**src/rtl/fsm_event_monitor.sv**
```systemverilog
// fsm_event_monitor: windowed rising-edge counter and longest-run tracker with a sticky threshold alarm
// Ports: clock, reset (async, active-high); event_in (detector output), enable (run windows back-to-back),
//   clear (sync clear of all state), threshold (alarm level, 0 disables); busy (COUNT or REPORT),
//   count_out / run_max / count_ovf (results of the last completed window), count_valid (1-cycle strobe),
//   alarm (sticky).
module fsm_event_monitor #(
  parameter int WINDOW = 16,
  parameter int CNT_W = 8,
  parameter int RUN_W = 8
) (
  input  logic             clock,
  input  logic             reset,
  input  logic             event_in,
  input  logic             enable,
  input  logic             clear,
  input  logic [CNT_W-1:0] threshold,
  output logic             busy,
  output logic [CNT_W-1:0] count_out,
  output logic [RUN_W-1:0] run_max,
  output logic             count_ovf,
  output logic             count_valid,
  output logic             alarm
);
  localparam int WW = $clog2(WINDOW);
  typedef enum logic [1:0] {IDLE, COUNT, REPORT} state_t;
  state_t state, state_next;
  logic event_d, rise, load, terminal, ovf, ovf_n;
  logic [WW-1:0] win_cnt;
  logic [CNT_W-1:0] acc, acc_n;
  logic [RUN_W-1:0] run_cur, run_best, run_n, best_n;
  always_ff @(posedge clock or posedge reset)
    if (reset) state <= IDLE;
    else state <= state_next;
  always_comb
    state_next = clear ? IDLE :
                 state == COUNT ? (!enable ? IDLE : win_cnt == '0 ? REPORT : COUNT) :
                 enable ? COUNT : IDLE;
  always_comb begin
    busy = state != IDLE;
    count_valid = state == REPORT;
  end
  // Next-cycle accumulator values; the terminal cycle latches these so its own rise/run is included.
  always_comb begin
    rise = event_in & ~event_d;
    acc_n = acc + CNT_W'(rise & !(&acc));
    ovf_n = ovf | (rise & (&acc));
    run_n = event_in ? run_cur + RUN_W'(!(&run_cur)) : '0;
    best_n = run_n > run_best ? run_n : run_best;
    load = state != COUNT && enable;
    terminal = state == COUNT && enable && win_cnt == '0;
  end
  always_ff @(posedge clock or posedge reset)
    if (reset) begin
      event_d <= 1'b0;
      win_cnt <= '0;
      acc <= '0;
      ovf <= 1'b0;
      run_cur <= '0;
      run_best <= '0;
      count_out <= '0;
      run_max <= '0;
      count_ovf <= 1'b0;
      alarm <= 1'b0;
    end else begin
      event_d <= event_in;
      if (clear) begin
        win_cnt <= '0;
        acc <= '0;
        ovf <= 1'b0;
        run_cur <= '0;
        run_best <= '0;
        count_out <= '0;
        run_max <= '0;
        count_ovf <= 1'b0;
        alarm <= 1'b0;
      end else if (load) begin
        win_cnt <= WW'(WINDOW - 1);
        acc <= '0;
        ovf <= 1'b0;
        run_cur <= '0;
        run_best <= '0;
      end else if (state == COUNT) begin
        win_cnt <= win_cnt - WW'(1);
        acc <= acc_n;
        ovf <= ovf_n;
        run_cur <= run_n;
        run_best <= best_n;
        if (terminal) begin
          count_out <= acc_n;
          run_max <= best_n;
          count_ovf <= ovf_n;
          alarm <= alarm | (threshold != '0 && acc_n >= threshold);
        end
      end
    end
endmodule

```
**config.mk**
```make
export PLATFORM = sky130hd
export DESIGN_NAME = fsm_event_monitor
export DESIGN_NICKNAME = d
export VERILOG_FILES = /design/src/rtl/fsm_event_monitor.sv
export SDC_FILE = /design/constraint.sdc
export NUM_CORES = 1
export LEC_CHECK = 0
export ABC_CLOCK_PERIOD_IN_PS = 5500
export CAP_MARGIN = 25
export CORE_ASPECT_RATIO = 1.75
export CORE_MARGIN = 4
export CORE_UTILIZATION = 45
export CTS_BUF_LIST = sky130_fd_sc_hd__clkbuf_8
export DETAILED_ROUTE_END_ITERATION = 16
export PLACE_DENSITY = 0.66
export SYNTH_ARGS = -nofsm -noshare
export SYNTH_HDL_FRONTEND = slang
export SYNTH_SLANG_ARGS = --single-unit
```
**constraint.sdc**
```tcl
create_clock -name clock -period 5.5 [get_ports clock]
set_input_delay 0.825 -clock clock [delete_from_list [all_inputs] [get_ports clock]]
set_output_delay 0.825 -clock clock [all_outputs]
set_load 0.05 [all_outputs]
```
==> results.md <==
* Core Footprint at 6490 µm²
* RSZ-0062 raised after global routing: no
* # nets final at 381
* Rows at 39
* Detailed Route WL at 7367 µm
* Vias in the first global route at 2481
* Status: complete, no violations
* Worst-Margin Slew at 0.8445 ns
* Setup bufs post-CTS at 0
* CP max FO at 8
* Total number of vias at 2435
* Largest net degree at the start of global routing at 51
* Reg-to-reg slack, setup at 1.99 ns
* Post-synth net total at 352
* Remaining DRCs at 0
* Fin crit share at 0.6374
* Wire length per cell at 17.13 µm
* Syn avg cell area at 9.360 µm²
* Synthesis Warnings at 0
* CTS tree: built
* Reg-to-Reg End: run_max[5]
* R2R depth at 12
* Initial core utilization at 0.4586
* Worst path arrival time at 3.70 ns
* Reg2Reg Launch Point: run_cur[5]
* Setup violators final at 0
* Initial antenna violation count at 0
* Worst path cell trace: and4_1, nand3_1, ha_1, nand2_1, or3_1, a21boi_1, ha_1, a211oi_2, nor2_2, and3b_1, nor2_1, o311ai_0
* VDD IR max at 149.4 µV
* Worst Hold Path EP: count_out[7]
* N_diodes at 0
* Worst hold start: count_out[7]
* CP peak stage delay at 0.42 ns
* Synthesis-stage register bit count at 50
* Synth top area share at 0.4203
* Later-pin clock latency in the skew report at 0.31 ns
* Pins Over Slew Limit at 0
* Clk_skew at 0.006061 ns
* Cts hold-fix bufs at 0
* Library cells used by synthesis at 52
* FFs w/ async S/R, synth at 1.000
* Hpwl dp at 5482 µm
* CP most frequent cell: ha_1
* Htree depth at 2
* Power per Cell Area at 199.5 nW/µm²
* Clk sinks at 50
* DIE AREA at 8031 µm²
* Maxcap violations at 0
* Crit. End Element: flop
* Footprint of the multi-input gates at 1544 µm²
* Root buffer cell: clkbuf_8
* Synth-to-layout area growth at 15.72%
* Leak at 1.557 nW
* Io pins at 33
* Final GP Congestion at 0.8576
* Post-synth top flop: dfrtp_1
* Hold path depth at 2
* Post-synth top area cell: dfrtp_1
* First-pass GRT wire length at 12390 µm
* Tmin final at 3.506 ns
* Total GRT Usage at 0.1960
* Worst path slowest cell: dfrtp_1
* Die width at 69.48 µm
* Layout cell share with drive strength beyond 1 at 0.06609
* Port bufs at 32
* Critical path startpoint category: flop
* GRT Residual Overflow at 0
* Clock buffer depth at 2
* Drt first pass iters at 4
* Largest cells by area after synthesis: dfrtp_1, ha_1, nand2_1
* Filler instances at 597
* WP data required at 5.70 ns
* Hold WC Path Type: flop to flop
* Die height at 115.6 µm
* Clock Pin Slew Worst Setup and Hold Paths at 0.09 ns
* Post-synthesis sequential area ratio at 0.4203
* Total power at 687.0 µW
* Setup tns final at 0 ns
* Slew HR at 0.4364
* Sequential Area at 1251 µm²
* F_max at 0.2852 GHz
* Post-CTS sizing at 0
* Final Hold Vio Count at 0
* TritonCTS Buffers at 5
* Vias per cell at 5.663
* Crit Path Category: flop to flop
* Initial DRC Count at 208
* Routed Antenna Nets at 0
* Mapped Area at 2977 µm²
* Syn Inst Count at 318
* EDFF count, synth at 0
[placed cells by master, fill, tap and decap left out, drive strengths merged, types with 3 or more instances in the layout]
cell type	instances
a211oi	5
a21o	3
a21oi	7
a22o	8
a31oi	3
and2	3
buf	3
clkbuf	6
clkdlybuf4s50	32
dfrtp	50
ha	21
inv	29
mux2i	4
nand2	44
nand2b	14
nand3	10
nand3b	4
nand4	8
nor2	12
nor2b	4
nor3	3
o211ai	6
o21ai	25
o311ai	6
o31ai	3
or4	3
xnor2	5
xor2	4
[how the worst max path moves through the flow]
stage               startpoint    endpoint  slack (ns)  cells past startpoint
global route        run_cur[3]  run_max[5]        1.73                     12
detailed placement    event_in  run_max[6]        1.75                      8
floorplan           run_cur[4]  run_max[3]        2.47                     13
global placement      event_in  run_max[6]        1.83                      8
CTS                 run_cur[2]  run_max[5]        1.98                     12
finish              run_cur[5]  run_max[5]        1.99                     12
[cells by family (layout without fill, tap and decap cells)]
| kind of cell | count (synthesis) | in the layout | share of synthesized area |
|---|---|---|---|
| mux | 4 | 4 | 0.01345 |
| fa+ha+maj | 21 | 21 | 0.08827 |
| compound gates | 73 | 73 | 0.1803 |
| flops | 50 | 50 | 0.4203 |
| buf+inv | 42 | 72 | 0.06095 |
| simple gates | 119 | 119 | 0.2102 |
| xor+xnor | 9 | 9 | 0.02648 |
[worst max-delay path: cells and delay by family (launching register included)]
family	cells	cell delay [ns]
AO/OA/AOI/OAI	3	0.94
adder cells (fa/ha/maj)	2	0.55
flip-flops	1	0.42
AND/OR/NAND/NOR	7	1.49
[power breakdown]
| group | internal (mW) | switching, mW | total (mW) |
|---|---|---|---|
| registers | 0.372 | 0.00505 | 0.377 |
| logic | 0.0269 | 0.0533 | 0.0802 |
| clock network | 0.101 | 0.128 | 0.230 |
| total | 0.500 | 0.187 | 0.687 |
[per-layer routing]
metal / GRT usage / wire length [µm] / share of wire / vias to the layer above
li1: - / - / - / 1180
met1: 0.2110 / 2817 / 0.38 / 1157
met2: 0.3469 / 3832 / 0.52 / 73
met3: 0.03733 / 272 / 0.037 / 25
met4: 0.1317 / 444 / 0.060 / 0
met5: 0 / 0 / 0 / -
[through the flow]
| stage | hold WS, ns | cells | util | worst slack [ns] | area, µm² |
|---|---|---|---|---|---|
| 6_report | 0.4837 | 430 | 0.5308 | 1.994 | 3445 |
| 5_1_grt | 0.5199 | 430 | 0.5308 | 1.731 | 3445 |
| 4_1_cts | 0.4928 | 430 | 0.5308 | 1.982 | 3445 |
| 3_5_place_dp | 0.4702 | 422 | 0.5161 | 1.752 | 3349 |
| 3_3_place_gp | 0.4639 | 422 | 0.5161 | 1.829 | 3349 |
| 2_1_floorplan | 0.4697 | 318 | - | 2.470 | 2977 |
[final cells by class]
type | count | area share
clock inverters | 2 | 0.003632
flip-flops and latches | 50 | 0.3632
multi-input cells | 226 | 0.4482
well taps | 82 | 0.02979
clock buffers | 6 | 0.02397
inverters | 29 | 0.03160
repair buffers | 35 | 0.09953
[synth_stat cells (all sizes together), types with 4 or more instances]
| master | count |
|---|---|
| a22o | 8 |
| dfrtp | 50 |
| buf | 7 |
| nor2 | 12 |
| nor2b | 4 |
| clkbuf | 6 |
| o211ai | 6 |
| nand2b | 14 |
| xnor2 | 5 |
| a211oi | 5 |
| o21ai | 25 |
| mux2i | 4 |
| nand3 | 10 |
| nand4 | 8 |
| ha | 21 |
| o311ai | 6 |
| nand3b | 4 |
| nand2 | 44 |
| a21oi | 7 |
| xor2 | 4 |
| inv | 29 |
[sequential cells by signal, indices dropped and copies added, names as in the netlist]
register / flops
state: 2
count_out: 8
run_best: 8
ovf: 1
event_d: 1
acc: 8
win_cnt: 4
run_cur: 8
count_ovf: 1
run_max: 8
alarm: 1
(Power assumes the default switching activity.)
